==> config.mk <==
export PLATFORM = sky130hd
export DESIGN_NAME = watch_set_controller
export DESIGN_NICKNAME = d
export VERILOG_FILES = /design/src/rtl/watch_pkg.sv /design/src/rtl/watch_timeout_cnt.sv /design/src/rtl/watch_set_controller.sv
export SDC_FILE = /design/constraint.sdc
export NUM_CORES = 1
export LEC_CHECK = 0
export CORE_MARGIN = 1.5
export CORE_UTILIZATION = 35
export CTS_CLUSTER_DIAMETER = 200
export DETAILED_ROUTE_END_ITERATION = 8
export GPL_TIMING_DRIVEN = 0
export MAX_ROUTING_LAYER = met4
export PLACE_DENSITY_LB_ADDON = 0.1
export SYNTH_ARGS = -nofsm -noshare
export SYNTH_HDL_FRONTEND = slang
export SYNTH_SLANG_ARGS = --single-unit
==> constraint.sdc <==
create_clock -name clock -period 4.9 [get_ports clock]
set_clock_uncertainty 0.05 [all_clocks]
set_input_delay 1.47 -clock clock [delete_from_list [all_inputs] [get_ports clock]]
set_output_delay 1.47 -clock clock [all_outputs]
set_load 0.01 [all_outputs]
==> src/rtl/watch_pkg.sv <==
// Shared encodings for the watch time-setting controller: FSM states,
// field-select codes and the default inactivity timeout.
package watch_pkg;

   typedef enum logic [2:0] {
      S_RUN      = 3'd0,
      S_SET_HOUR = 3'd1,
      S_SET_MIN  = 3'd2,
      S_SET_SEC  = 3'd3,
      S_ALM_HOUR = 3'd4,
      S_ALM_MIN  = 3'd5
   } state_e;

   localparam logic [1:0] SEL_NONE = 2'd0;
   localparam logic [1:0] SEL_HOUR = 2'd1;
   localparam logic [1:0] SEL_MIN  = 2'd2;
   localparam logic [1:0] SEL_SEC  = 2'd3;

   localparam int TIMEOUT_SEC_DEF = 30;

   // Unused or illegal encodings map to SEL_NONE, which also marks "not editing".
   function automatic logic [1:0] sel_of(input state_e s);
      case (s)
         S_SET_HOUR, S_ALM_HOUR: sel_of = SEL_HOUR;
         S_SET_MIN,  S_ALM_MIN:  sel_of = SEL_MIN;
         S_SET_SEC:              sel_of = SEL_SEC;
         default:                sel_of = SEL_NONE;
      endcase
   endfunction

endpackage

==> src/rtl/watch_timeout_cnt.sv <==
// Inactivity counter: counts tick_1hz while enabled and pulses expire on the
// tick that would reach TIMEOUT_SEC; clear or disable holds it at zero.
module watch_timeout_cnt
   import watch_pkg::*;
#(
   parameter int TIMEOUT_SEC = TIMEOUT_SEC_DEF,
   parameter int TO_W        = 6
) (
   input  logic clock,
   input  logic reset,
   input  logic clear,
   input  logic tick,
   input  logic enable,
   output logic expire
);

   localparam logic [TO_W-1:0] LAST = TO_W'(TIMEOUT_SEC - 1);

   logic [TO_W-1:0] cnt_q, cnt_d;

   always_comb begin
      expire = enable & tick & ~clear & (cnt_q == LAST);
      cnt_d  = cnt_q;
      if (!enable || clear) begin
         cnt_d = '0;
      end else if (tick) begin
         cnt_d = expire ? '0 : cnt_q + 1'b1;
      end
   end

   always_ff @(posedge clock or negedge reset) begin
      if (!reset) cnt_q <= '0;
      else        cnt_q <= cnt_d;
   end

endmodule

==> src/rtl/watch_set_controller.sv <==
// Time-setting UI sequencer for the watch. Optional alarm-setting states are
// built when WATCH_ALARM_SET_EN is defined.
//
// state      | meaning
// S_RUN      | normal timekeeping, buttons other than mode ignored
// S_SET_HOUR | editing time hours, counters frozen
// S_SET_MIN  | editing time minutes, counters frozen
// S_SET_SEC  | editing seconds (inc clears), counters frozen
// S_ALM_HOUR | editing alarm hours, time keeps running
// S_ALM_MIN  | editing alarm minutes, time keeps running
module watch_set_controller
   import watch_pkg::*;
#(
   parameter int TIMEOUT_SEC = TIMEOUT_SEC_DEF,
   parameter int TO_W        = 6
) (
   input  logic       clock,
   input  logic       reset,
   input  logic       tick_1hz,
   input  logic       mode_pulse,
   input  logic       next_pulse,
   input  logic       inc_pulse,
   output logic       run_en,
   output logic       inc_hour,
   output logic       inc_min,
   output logic       clr_sec,
   output logic [1:0] sel,
   output logic       blink,
   output logic       alarm_sel
);

`ifdef WATCH_ALARM_SET_EN
   localparam state_e SET_EXIT = S_ALM_HOUR;
`else
   localparam state_e SET_EXIT = S_RUN;
`endif

   state_e     state_q, state_d;
   logic       run_en_q, run_en_d;
   logic       inc_hour_q, inc_hour_d;
   logic       inc_min_q, inc_min_d;
   logic       clr_sec_q, clr_sec_d;
   logic [1:0] sel_q, sel_d;
   logic       blink_q, blink_d;
   logic       alarm_sel_q, alarm_sel_d;
   logic       inc_acc;
   logic       editing;
   logic       expire;

   assign editing = (sel_of(state_q) != SEL_NONE);

   watch_timeout_cnt #(
      .TIMEOUT_SEC (TIMEOUT_SEC),
      .TO_W        (TO_W)
   ) u_timeout (
      .clock  (clock),
      .reset  (reset),
      .clear  (mode_pulse | next_pulse | inc_pulse),
      .tick   (tick_1hz),
      .enable (editing),
      .expire (expire)
   );

   always_comb begin
      state_d    = state_q;
      inc_hour_d = 1'b0;
      inc_min_d  = 1'b0;
      clr_sec_d  = 1'b0;
      inc_acc    = 1'b0;
      case (state_q)
         S_RUN: begin
            if (mode_pulse) state_d = S_SET_HOUR;
         end
         S_SET_HOUR: begin
            if (mode_pulse)      state_d = SET_EXIT;
            else if (next_pulse) state_d = S_SET_MIN;
            else if (inc_pulse)  begin inc_hour_d = 1'b1; inc_acc = 1'b1; end
            else if (expire)     state_d = S_RUN;
         end
         S_SET_MIN: begin
            if (mode_pulse)      state_d = SET_EXIT;
            else if (next_pulse) state_d = S_SET_SEC;
            else if (inc_pulse)  begin inc_min_d = 1'b1; inc_acc = 1'b1; end
            else if (expire)     state_d = S_RUN;
         end
         S_SET_SEC: begin
            if (mode_pulse)      state_d = SET_EXIT;
            else if (next_pulse) state_d = S_SET_HOUR;
            else if (inc_pulse)  begin clr_sec_d = 1'b1; inc_acc = 1'b1; end
            else if (expire)     state_d = S_RUN;
         end
`ifdef WATCH_ALARM_SET_EN
         S_ALM_HOUR: begin
            if (mode_pulse)      state_d = S_RUN;
            else if (next_pulse) state_d = S_ALM_MIN;
            else if (inc_pulse)  begin inc_hour_d = 1'b1; inc_acc = 1'b1; end
            else if (expire)     state_d = S_RUN;
         end
         S_ALM_MIN: begin
            if (mode_pulse)      state_d = S_RUN;
            else if (next_pulse) state_d = S_ALM_HOUR;
            else if (inc_pulse)  begin inc_min_d = 1'b1; inc_acc = 1'b1; end
            else if (expire)     state_d = S_RUN;
         end
`endif
         default: state_d = S_RUN;
      endcase

      run_en_d = !(state_d == S_SET_HOUR || state_d == S_SET_MIN || state_d == S_SET_SEC);
      sel_d    = sel_of(state_d);
`ifdef WATCH_ALARM_SET_EN
      alarm_sel_d = (state_d == S_ALM_HOUR || state_d == S_ALM_MIN);
`else
      alarm_sel_d = 1'b0;
`endif

      // Entry or adjustment keeps the field lit; toggling only happens when idle.
      if (sel_d == SEL_NONE)                   blink_d = 1'b0;
      else if (state_d != state_q || inc_acc)  blink_d = 1'b1;
      else if (tick_1hz)                       blink_d = ~blink_q;
      else                                     blink_d = blink_q;
   end

   always_ff @(posedge clock or negedge reset) begin
      if (!reset) begin
         state_q     <= S_RUN;
         run_en_q    <= 1'b1;
         inc_hour_q  <= 1'b0;
         inc_min_q   <= 1'b0;
         clr_sec_q   <= 1'b0;
         sel_q       <= SEL_NONE;
         blink_q     <= 1'b0;
         alarm_sel_q <= 1'b0;
      end else begin
         state_q     <= state_d;
         run_en_q    <= run_en_d;
         inc_hour_q  <= inc_hour_d;
         inc_min_q   <= inc_min_d;
         clr_sec_q   <= clr_sec_d;
         sel_q       <= sel_d;
         blink_q     <= blink_d;
         alarm_sel_q <= alarm_sel_d;
      end
   end

   assign run_en    = run_en_q;
   assign inc_hour  = inc_hour_q;
   assign inc_min   = inc_min_q;
   assign clr_sec   = clr_sec_q;
   assign sel       = sel_q;
   assign blink     = blink_q;
   assign alarm_sel = alarm_sel_q;

endmodule
Yosys cells after proc, flatten, opt, wreduce, memory -nomap -nowiden
Index checks and enable logic that the tools add are counted. Widths: inputs -> output; s select.

Memories kept: 0. Input bits: 6. Register bits: 16. Bits in latches: 0. Output and inout port bits: 8. Bits in read-only memories: 0. Bits in writable memories: 0.

Multipliers: 0. Eq/ne operators: 12. Order comparisons: 0. Reductions and logical operators: 16. Mux-type cells: 25. Shift operators: 0. Div/mod/pow operators: 0. Bitwise logic cells: 7. Add/sub/neg operators: 1.

Operators by type and width (number): $mux 3 (9); $mux 6 (3); $eq 3x2->1 const B (4); $eq 3x3->1 const B (4); $pmux 2 s3 (2); $pmux 3 s4 (1); $mux 1 (10); $reduce_or 2->1 (4); $add 6x1->6 const B (1); $eq 3x1->1 const B (2); $eq 6x5->1 const B (1); $logic_or 1x1->1 (4); $reduce_bool 2->1 (2); $and 1x1->1 (3); $logic_not 3->1 (1); $ne 3x3->1 (1); $reduce_bool 3->1 (1); $reduce_or 3->1 (1); $logic_not 1->1 (2); $logic_not 2->1 (1); $not 1->1 (2); $or 1x1->1 (2).

Longest topological paths before layout
Gate-level depths: netlist of the first run.

Word-level depth: 17. Gate-level depth with buffers: 6. Gate-level depth less buffers: 6.

Cells and area by module
From an unflattened synthesis of the first run, not the netlist that was laid out.

Cell total of the unflattened synthesis: 87. Area, all modules: 878.3 um^2.

By module, submodules not included: watch_set_controller (cells an instance 48, times used 1, area each 518.0 um^2); watch_timeout_cnt (cells an instance 39, times used 1, area each 360.3 um^2).

Worst setup path after synthesis of the first run
OpenSTA, ideal clock, no wires.

Path type: in2reg. Start point: input mode_pulse. End point: register blink_q, in the netlist blink. Setup slack: 2.075 ns. Stages: 6. Arrival time: 2.648 ns. Buffers on the path: 1. Path through: buf_4 -> or2_4 -> a2111oi_4 -> and4_4 -> a2bb2oi_1 -> o31ai_2.

Longest elaborated chain between the ends: 15. Elaborated cells between the ends (all ways): 31. Those cells by class: eq/ne (6); mux (15); bitwise (5); reduce/logical (5).

Ends and longest elaborated chain: from (decl) (line watch_set_controller.sv:20) `input logic mode_pulse,`; $or 1x1->1 (2 in a row) (line watch_set_controller.sv:58) `.clear (mode_pulse | next_pulse | inc_pulse),`; $not 1->1 (line watch_timeout_cnt.sv:22) `expire = enable & tick & ~clear & (cnt_q == LAST);`; $and 1x1->1 (2 in a row) (line watch_timeout_cnt.sv:22); $mux 3 (line watch_set_controller.sv:78, watch_set_controller.sv:84, watch_set_controller.sv:90); $mux 3 (line watch_set_controller.sv:89) `else if (inc_pulse) begin clr_sec_d = 1'b1; inc_acc = 1'b1; end`; $mux 3, on equally long branches (line watch_set_controller.sv:88, watch_set_controller.sv:76, watch_set_controller.sv:82); $mux 3, on equally long branches (line watch_set_controller.sv:87, watch_set_controller.sv:75, watch_set_controller.sv:81); $pmux 3 s4 (line watch_set_controller.sv:70) `case (state_q)`; $eq 3x2->1 (tied with other cells) (line watch_pkg.sv:23) `case (s)`; $reduce_or 2->1 (line watch_pkg.sv:23); $pmux 2 s3 (line watch_pkg.sv:23); $logic_not 2->1 (line watch_set_controller.sv:118) `if (sel_d == SEL_NONE) blink_d = 1'b0;`; $reduce_bool 3->1 (no source line) or $mux 1 (tied branches); to (signal assigned) (line watch_set_controller.sv:141) `blink_q <= blink_d;`; to (decl) (line watch_set_controller.sv:44) `logic blink_q, blink_d;`.

Parallel ways exist; a longest one is shown, timed or not. A chain may end at the register's enable or synchronous reset.

Final worst setup path of the first run
Start point: input inc_pulse. End point: register blink_q, in the netlist blink.

Longest elaborated chain between the ends: 14. Elaborated cells between the ends (all ways): 31. Those cells by class: eq/ne (6); mux (16); bitwise (4); reduce/logical (5).

Ends and longest elaborated chain: from (decl) (line watch_set_controller.sv:22) `input logic inc_pulse,`; $or 1x1->1 (line watch_set_controller.sv:58); $not 1->1 (line watch_timeout_cnt.sv:22); $and 1x1->1 (2 in a row) (line watch_timeout_cnt.sv:22); $mux 3 (line watch_set_controller.sv:78, watch_set_controller.sv:84, watch_set_controller.sv:90); $mux 3 (line watch_set_controller.sv:89); $mux 3, on equally long branches (line watch_set_controller.sv:88, watch_set_controller.sv:76, watch_set_controller.sv:82); $mux 3, on equally long branches (line watch_set_controller.sv:87, watch_set_controller.sv:75, watch_set_controller.sv:81); $pmux 3 s4 (line watch_set_controller.sv:70); $eq 3x2->1 (tied with other cells) (line watch_pkg.sv:23); $reduce_or 2->1 (line watch_pkg.sv:23); $pmux 2 s3 (line watch_pkg.sv:23); $logic_not 2->1 (line watch_set_controller.sv:118); $reduce_bool 3->1 (no source line) or $mux 1 (tied branches).

Parallel ways exist; a longest one is shown, timed or not.

==> impl_metrics.py, run 1 <==
metrics = {
    "place": {
        "hpwl_um": 1240,
        "numPlacedInstances": 125,
        "place_congestion": 0.732,
        "portBuffers": 10,
    },
    "grt": {
        "grt_pass1_vias": 629,
        "antenna_found_initial": 0,
        "overflow": 0,
        "grt_pass1_wl_um": 2850,
        "grt_start_max_net_pins": 17,
        "grt.total_usage_pct": 14.9,
    },
    "clocking": {
        "cts.path.max_buffers": 2,
        "cts.sinks": 16,
        "root_buffer": "clkbuf_4",
        "cts_made_buffers": 3,
        "h-tree-depth": 1,
        "hold_buffers": 0,
        "post_cts_resized": 0,
        "cts.clk_slew.worst_paths_ns": 0.09,
        "tritoncts": "done",
        "insertion_delay_ns": 0.29,
        "post_cts_buffers": 0,
    },
    "detailed_routing": {
        "wirelength_um": 1720,
        "dr.pass1.iters": 4,
        "antenna_left": 0,
        "drt_iter0_markers": 9,
        "drt-wirelength-per-cell_um": 13.3,
        "dr_total_vias": 672,
        "drc": 0,
        "vias_per_cell": 5.21,
    },
    "timing": {
        "fin_crit_ns": 2.90,
        "tns_ns": 0,
        "hold_viol_final": 0,
        "max_slew_margin_pct": 50.8,
        "setup_viol": 0,
        "fmax_mhz": 345,
        "grt_setup_unrepaired": "false",
        "finalMaxSlewViolations": 0,
        "period_share_pct": 59.2,
        "tightest_slew_ns": 0.736,
    },
    "synth": {
        "async_flop_share_pct": 100,
        "synthCells": 84,
        "syn_area_um2": 893,
        "ys_ff_latch": 16,
        "avgSynthCellArea_um2": 10.6,
        "synth_edf_count": 0,
        "ys_seq_area_share_pct": 45.0,
        "yosys_warnings": 0,
        "synth_ff_type": "dfrtp_1",
        "synthDistinctLibCells": 39,
    },
    "final_layout": {
        "fin_nets": 108,
        "final_common_cell": "dfrtp_1",
        "fin_cells": 129,
        "drive_gt1_share_pct": 19.2,
        "antenna_cells": 0,
        "syn_to_final_growth_pct": 19.9,
        "final_cell_mix": "dfrtp_1, clkdlybuf4s50_1, nand2_1, nor2_1",
    },
    "worst_setup_path": {
        "reg2reg_slack_ns": 3.09,
        "crit_required_ns": 5.02,
        "start_kind": "input port",
        "critical_path_class": "input port to register",
        "timing.rr.start": "state_q[0]$_DFF_PN0_",
        "cpPeakStageDelay_ns": 0.50,
        "worst_path_max_delay_cell": "clkdlybuf4s50_1",
        "r2r_end": "blink$_DFFE_PN0P_",
        "critPathTopFamily": "compound AO/OA/AOI/OAI gates",
        "arrival_ns": 3.02,
        "crit_fanout": 6,
        "end_kind": "register",
        "worst-path-buf-inv": 1,
        "crit_chain": "clkdlybuf4s50_1 > a2111oi_4 > and4_4 > a2bb2oi_1 > o31ai_2",
        "ff2ff_path_depth": 6,
    },
    "pwr": {
        "leakage_nw": 0.475,
        "vdd_drop_max_mv": 0.164,
        "p_per_area_nw_per_um2": 246,
    },
    "floorplanning": {
        "rows": 18,
        "die_area_um2": 2860,
        "die_h_um": 53.5,
        "start_util_pct": 36.4,
        "die_x_um": 53.5,
        "top_level_ports": 14,
        "core_area_um2": 2450,
    },
    "hold_path": {
        "min_path_cells": 1,
        "min_to": "u_timeout.cnt_q[5]$_DFFE_PN0P_",
        "min_from": "u_timeout.cnt_q[5]$_DFFE_PN0P_",
        "hp-class": "register to register",
    },
    "job": {
        "cap_violations": 0,
    },
    "outcome": {
        "run_status": "completed",
    },
}
[flip-flops by register name, indices dropped and copies added, names as in the netlist]
signal,cells
clr_sec,1
run_en,1
sel,2
blink,1
u_timeout.cnt_q,6
state_q,3
inc_hour,1
inc_min,1
[where the power goes]
part	switching (mW)	internal, mW
combinational	0.0198	0.0171
clock	0.0427	0.0453
sequential	0.00231	0.136
[cells in the mapped netlist (2+ instances only)]
cell type / number / area (µm²)
a211oi_1: 3 / 22.5
o21ai_0: 4 / 20.0
a21oi_1: 2 / 10.0
nor3_2: 2 / 20.0
nor2_1: 5 / 18.8
ha_1: 2 / 25.0
nand2_1: 5 / 18.8
o22ai_1: 2 / 12.5
a21o_1: 4 / 30.0
inv_1: 4 / 15.0
dfrtp_1: 15 / 375
mux2i_1: 3 / 30.0
nor3_1: 3 / 15.0
nor4_1: 2 / 12.5
nand3_1: 2 / 10.0
buf_2: 2 / 10.0
buf_4: 2 / 15.0
[metrics by stage]
step / hold WS, ns / total power, mW / setup WS [ns] / cell area, µm² / utilization, %
6_report: 0.471 / 0.263 / 2.00 / 1070 / 43.6
5_1_grt: 0.499 / 0.282 / 1.93 / 1070 / 43.6
4_1_cts: 0.478 / 0.269 / 2.02 / 1070 / 43.6
3_5_place_dp: 0.454 / 0.178 / 1.70 / 1030 / 42.2
3_3_place_gp: 0.446 / 0.178 / 1.69 / 1030 / 42.2
2_1_floorplan: 0.423 / 0.164 / 2.08 / 897 / -
[cell type report]
| cell class | instances | area, µm² |
|---|---|---|
| inverter | 4 | 15.0 |
| fill | 245 | 1380 |
| sequential | 16 | 402 |
| clock buffer | 4 | 36.3 |
| multi-input combinational | 59 | 430 |
| buffer | 6 | 50.0 |
| tap | 30 | 37.5 |
| timing repair buffer | 10 | 100 |
[cell families (layout without fill, tap and decap cells)]
family / Yosys count / after routing / share of synthesized area [%]
flops: 16 / 16 / 45.0
simple gates: 30 / 30 / 21.0
buf+inv: 10 / 24 / 7.28
fa+ha+maj: 2 / 2 / 2.80
xor+xnor: 2 / 2 / 1.96
mux: 3 / 3 / 3.36
other cells: 1 / 2 / 0.420
compound gates: 20 / 20 / 18.2
[worst max path at each step]
stage	start	end	slack (ns)	cells past startpoint
6_report	inc_pulse	blink$_DFFE_PN0P_	2.00	5
5_1_grt	inc_pulse	u_timeout.cnt_q[3]$_DFFE_PN0P_	1.93	5
4_1_cts	inc_pulse	blink$_DFFE_PN0P_	2.02	5
3_5_place_dp	inc_pulse	blink$_DFFE_PN0P_	1.70	5
3_3_place_gp	inc_pulse	blink$_DFFE_PN0P_	1.69	5
2_1_floorplan	mode_pulse	blink$_DFFE_PN0P_	2.08	6
[layer usage]
metal | GRT usage (%) | vias to the layer above | share of wire, %
li1 | - | 332 | -
met1 | 18.1 | 325 | 45
met2 | 23.0 | 11 | 49
met3 | 3.39 | 4 | 3.9
met4 | 7.69 | 0 | 2.1
met5 | - | - | 0
No activity file was read; power rests on OpenSTA's default activity.
==> run 2, diff against run 1 <==
Clock period 4.9 ns to 2.8 ns, I/O delays scaled along.
==> results of run 2 <==
The final DEF is identical to that of run 1. Status: completed.
Among the figures that moved: setup slack after placement 1.70 ns -> 0.228 ns; setup slack after layout 2.00 ns -> 0.529 ns; register-to-register setup slack 3.09 ns -> 0.99 ns; total power 0.263 mW -> 0.461 mW; worst IR drop on VDD 0.164 mV -> 0.287 mV
==> edit 1, RTL diff (flow settings as in run 1) <==
Add a define of `WATCH_ALARM_SET_EN`.
--- a/src/rtl/watch_set_controller.sv
+++ b/src/rtl/watch_set_controller.sv
@@ -10,2 +10,4 @@
 // S_ALM_MIN  | editing alarm minutes, time keeps running
+`define WATCH_ALARM_SET_EN
+
 module watch_set_controller
Behaviour: not the same (a bounded check fails within 4 cycles, from zero or initial values and one cycle with reset low).
==> edit 1 against run 1 <==
- cell area rose by 16%
- global-route usage increased by 0.44 points
- wire length is 27% higher
- critical path depth up 2
- hold slack improved by 0.0011 ns
- largest cell class unchanged
- worst setup slack worse by 0.22 ns
- area after synthesis up 18%
- fmax down 7.1%
- highest routed layer unchanged
- sequential cell count grew 1
Power is not compared: it rests on default switching activity, and its combinational part moved more than twofold at a synthesized area within 25%.
==> edit 1: results (changes against run 1) <==
outcome = complete, no violations
Unique masters post-synth = 44 (+13%)
Final nets = 144 (+33%)
Seq area share = 34.2% (-3.3 points)
Clock Latency Late Sink = 0.29 ns (about the same)
post-synthesis sequential area ratio = 40.5% (-4.4 points)
CP max stage delay = 0.52 ns (+0.02 ns)
pin count of the biggest net entering global routing = 18 (+1)
Metal-1 WL = 1.09 mm (+41%)
hold depth = 1 (unchanged)
Final Non-Filler Cells = 166 (+29%)
Area contributors post-synth = dfrtp_1 38%, o21ai_0 6.2%, nor2_1 4.3%
Net Switching = 203 uW
Top delay family on crit path = buffers and inverters
CP max FO = 10 (+4)
FF-to-FF path depth = 7 (+1)
RR Endpoint = sel[0]$_DFF_PN0_
number of global-route vias before repair = 852 (+35%)
met3 WL = 62 um (-7.5%)
Crit path arrival time = 3.26 ns (+0.24 ns)
reg-to-reg setup timing slack = 2.85 ns (-0.24 ns)
chip width = 57.8 um (+8.1%)
hold endpoint = u_timeout.cnt_q[4]$_DFFE_PN0P_
placed inst area = 1220 um2 (+18%)
GR Util met1 = 21.5% (+3.4 points)
wire per inst = 13.2 um (-1.1%)
port bufs = 13 (+3)
Overall Global Routing Usage = 15.4% (+0.44 points)
Vias/cell = 5.51 (+5.8%)
Hold WS = 0.472 ns (+0.00115 ns)
Peak VDD IR = 242 uV
DP Wirelength = 1.64 mm (+32%)
GP Congestion = 0.807 (+10%)
Worst slew margin = 49.8% (-0.98 points)
most frequent cells after synthesis = 16 x dfrtp_1, 13 x o21ai_0, 12 x nor2_1, 10 x nand2_1
clk sinks = 17 (+1)
Buffers, non-clock = 20 (+4)
ClkCell Share = 2.11% (-1.3 points)
fill cell count = 303 (+24%)
hold wc startpoint = u_timeout.cnt_q[4]$_DFFE_PN0P_
Multi-input gate area = 582 um2 (+35%)
M3 GR Usage = 1.34% (-2.1 points)
DP Worst Slack = 1.48 ns (-0.216 ns)
Setup WS post-layout = 1.78 ns (-0.220 ns)
RR Startpoint = state_q[2]$_DFF_PN0_
met2 routed WL = 982 um (+17%)
Num CTS Buffers = 3 (unchanged)
Synth Flop Type = dfrtp_1
CTS clock-pin slew for the worst setup and hold paths = 0.10 ns
Worst setup startpoint = next_pulse
non-clk buf share = 13.0% (-0.98 points)
synthesized area per cell = 8.92 um2 (-16%)
share of layout cells above drive strength 1 = 10.4% (-8.8 points)
multi-input combinational cell count = 91 (+54%)
clkbuf count = 4 (unchanged)
Iter 0 DRT Violations = 25 (+16)
Non-clock inverters = 3 (-1)
fraction of standard cell area in multi-input logic = 46.6% (+6.5 points)
first-pass GRT wire length = 3.91 mm (+37%)
M2 GR Usage = 22.1% (-0.97 points)
[edit 1: cell types whose count changed after synthesis, sizes merged, moves of 3 or more]
cell	run 1	this run
nand2	5	10
o21ai	4	15
a21o	4	0
nor2b	0	5
o31ai	1	4
nor2	5	12
a211oi	3	0
mux2i	3	0
nand2b	1	6
[edit 1: cells by family after synthesis]
group                      after synthesis  share of synthesized area (%)
and+or+nand+nor                         50                           25.9
AOI/OAI and AO/OA                       37                           25.3
DFF                                     17                           40.5
buffers and inverters                   10                           4.16
xor gates and xnor gates                 2                           1.66
adders and majority gates                2                           2.38
[edit 1: power groups by stage]
stage | combinational (mW) | clock (mW) | sequential, mW
after floorplan | 0.170 | 0 | 0.203
after global placement | 0.265 | 0 | 0.194
after detailed placement | 0.265 | 0 | 0.194
after CTS | 0.267 | 0.0784 | 0.191
after global routing | 0.300 | 0.0858 | 0.194
final | 0.267 | 0.0757 | 0.191
==> edit 2, RTL diff (flow settings as in run 1) <==
Without the edit above. Encoding of `state_e`: now one-hot (6 bits for 6 states).
--- a/src/rtl/watch_pkg.sv
+++ b/src/rtl/watch_pkg.sv
@@ -4,9 +4,9 @@
 
-   typedef enum logic [2:0] {
-      S_RUN      = 3'd0,
-      S_SET_HOUR = 3'd1,
-      S_SET_MIN  = 3'd2,
-      S_SET_SEC  = 3'd3,
-      S_ALM_HOUR = 3'd4,
-      S_ALM_MIN  = 3'd5
+   typedef enum logic [5:0] {
+      S_RUN      = 6'b000001,
+      S_SET_HOUR = 6'b000010,
+      S_SET_MIN  = 6'b000100,
+      S_SET_SEC  = 6'b001000,
+      S_ALM_HOUR = 6'b010000,
+      S_ALM_MIN  = 6'b100000
    } state_e;
Check against the original RTL: same outputs for any inputs over 10 cycles, from zero or initial values and one cycle with reset low; not proved beyond that.
==> edit 2 against run 1 <==
- power grew 1.7%
- register-to-register slack got worse by 0.23 ns
- non-clock buffer count increased by 2
- worst setup slack lost 0.27 ns
- wire length is 23% higher
- largest power group unchanged
- area after synthesis increased by 18%
- largest cell class unchanged
- cell area rose by 16%
- sequential cell count rose by 3
- critical path depth rose by 2
==> edit 2: results (changes against run 1) <==
DP Worst Slack = 1.40 ns (-0.299 ns)
hold wc startpoint = u_timeout.cnt_q[5]$_DFFE_PN0P_
CP max stage delay = 0.47 ns (-0.03 ns)
Overall Global Routing Usage = 14.5% (-0.39 points)
most frequent cells after synthesis = 17 x dfrtp_1, 15 x nor2_1, 11 x nand2_1, 8 x nor3_1, 8 x o21ai_0
initial antenna violation count = 0 (unchanged)
Area contributors post-synth = dfrtp_1 40%, nor2_1 5.3%, dfstp_2 5.0%
Peak VDD IR = 127 uV (-23%)
Crit path arrival time = 3.31 ns (+0.29 ns)
worst min-delay path category = register to register
wire per inst = 12.6 um (-5.3%)
DP Wirelength = 1.60 mm (+29%)
Iter 0 DRT Violations = 29 (+20)
fill cell count = 295 (+20%)
root buffer cell = clkbuf_4
Post-synth ARST share = 100% (unchanged)
Placed Cells = 164 (+31%)
Worst setup startpoint = mode_pulse
GP Congestion = 0.860 (+18%)
port bufs = 11 (+1)
1st-pass router iterations = 6 (+2)
post-synthesis sequential area ratio = 45.2% (+0.20 points)
Leak = 0.495 nW (+4.1%)
Least-Margin Pin Slew = 0.826 ns (+0.0901 ns)
Vias = 924 (+38%)
Top delay family on crit path = simple AND/OR/NAND/NOR gates
Unique masters post-synth = 40 (+2.6%)
number of synthesis warnings = 0 (unchanged)
RR Startpoint = state_q[5]$_DFF_PN0_
first-pass GRT wire length = 3.62 mm (+27%)
number of global-route vias before repair = 800 (+27%)
CTS clock-pin slew for the worst setup and hold paths = 0.10 ns
final worst path period need = 3.17 ns (+0.273 ns)
placed inst area = 1210 um2 (+17%)
Clock Path Buffers = 2 (unchanged)
total wire length = 2.11 mm (+23%)
outcome = complete, no violations
share of layout cells above drive strength 1 = 6.57% (-13 points)
synthesized area per cell = 8.82 um2 (-17%)
Yosys reg bits = 19 (+3)
Setup Buffers After CTS = 0 (unchanged)
pin count of the biggest net entering global routing = 20 (+3)
Final nets = 146 (+35%)
==> edit 2: where the power goes <==
group | total [mW] | switching (mW) | leakage (nW) | internal [mW]
registers | 0.163 | 0.00234 | 0.252 | 0.160
logic | 0.0265 | 0.0148 | 0.227 | 0.0116
clock network | 0.0785 | 0.0468 | 0.0150 | 0.0317
total | 0.268 | 0.0640 | 0.495 | 0.204
==> edit 2: worst paths after layout <==
check                                                      end  slack (ns)  depth (start not counted)
worst min register to register  u_timeout.cnt_q[5]$_DFFE_PN0P_        0.52                          2
worst max register to register               blink$_DFFE_PN0P_        2.86                          6
max in group asynchronous       u_timeout.cnt_q[0]$_DFFE_PN0P_        2.70                          1
worst min-delay path            u_timeout.cnt_q[5]$_DFFE_PN0P_        0.52                          2
min in group asynchronous                 state_q[1]$_DFF_PN0_        1.59                          1
worst max-delay path                         blink$_DFFE_PN0P_        1.73                          7
==> edit 2: layer usage <==
layer  part of all wire, %  global-route usage, %  up-vias
met5                     0                      -        -
li1                      -                      -      464
met2                    42                   19.2       29
met3                   4.0                   2.23        5
met1                    52                   21.6      426
met4                   1.8                   6.64        0
==> edit 2: cells by family after synthesis <==
logic type / after synthesis / synth area share, %
fa+ha+maj: 2 / 2.36
flops: 19 / 45.2
mux: 2 / 1.89
buf+inv: 10 / 4.02
xor+xnor: 2 / 1.66
compound gates: 26 / 16.2
simple gates: 58 / 28.4
other cells: 1 / 0.354
==> edit 2: final cells by class <==
| cell class | instances | share of cell area [%] |
|---|---|---|
| plain buffers | 7 | 2.52 |
| clock buffers | 4 | 2.12 |
| flip-flops and latches | 19 | 38.5 |
| inverters | 3 | 0.907 |
| repair buffers | 11 | 8.87 |
| multi-input cells | 93 | 44.0 |
| well taps | 31 | 3.13 |
==> edit 2: stage by stage <==
stage	total power, mW	util, %
floorplan	0.179	-
global placement	0.192	43.3
detailed placement	0.192	43.3
CTS	0.274	44.2
global route	0.283	44.2
finish	0.268	44.2
==> edit 2: worst min-delay path, cell delays in order (launching register included) <==
cell and delay (ns):
dfrtp_1 0.41, nand2_1 0.07, a21oi_1 0.06
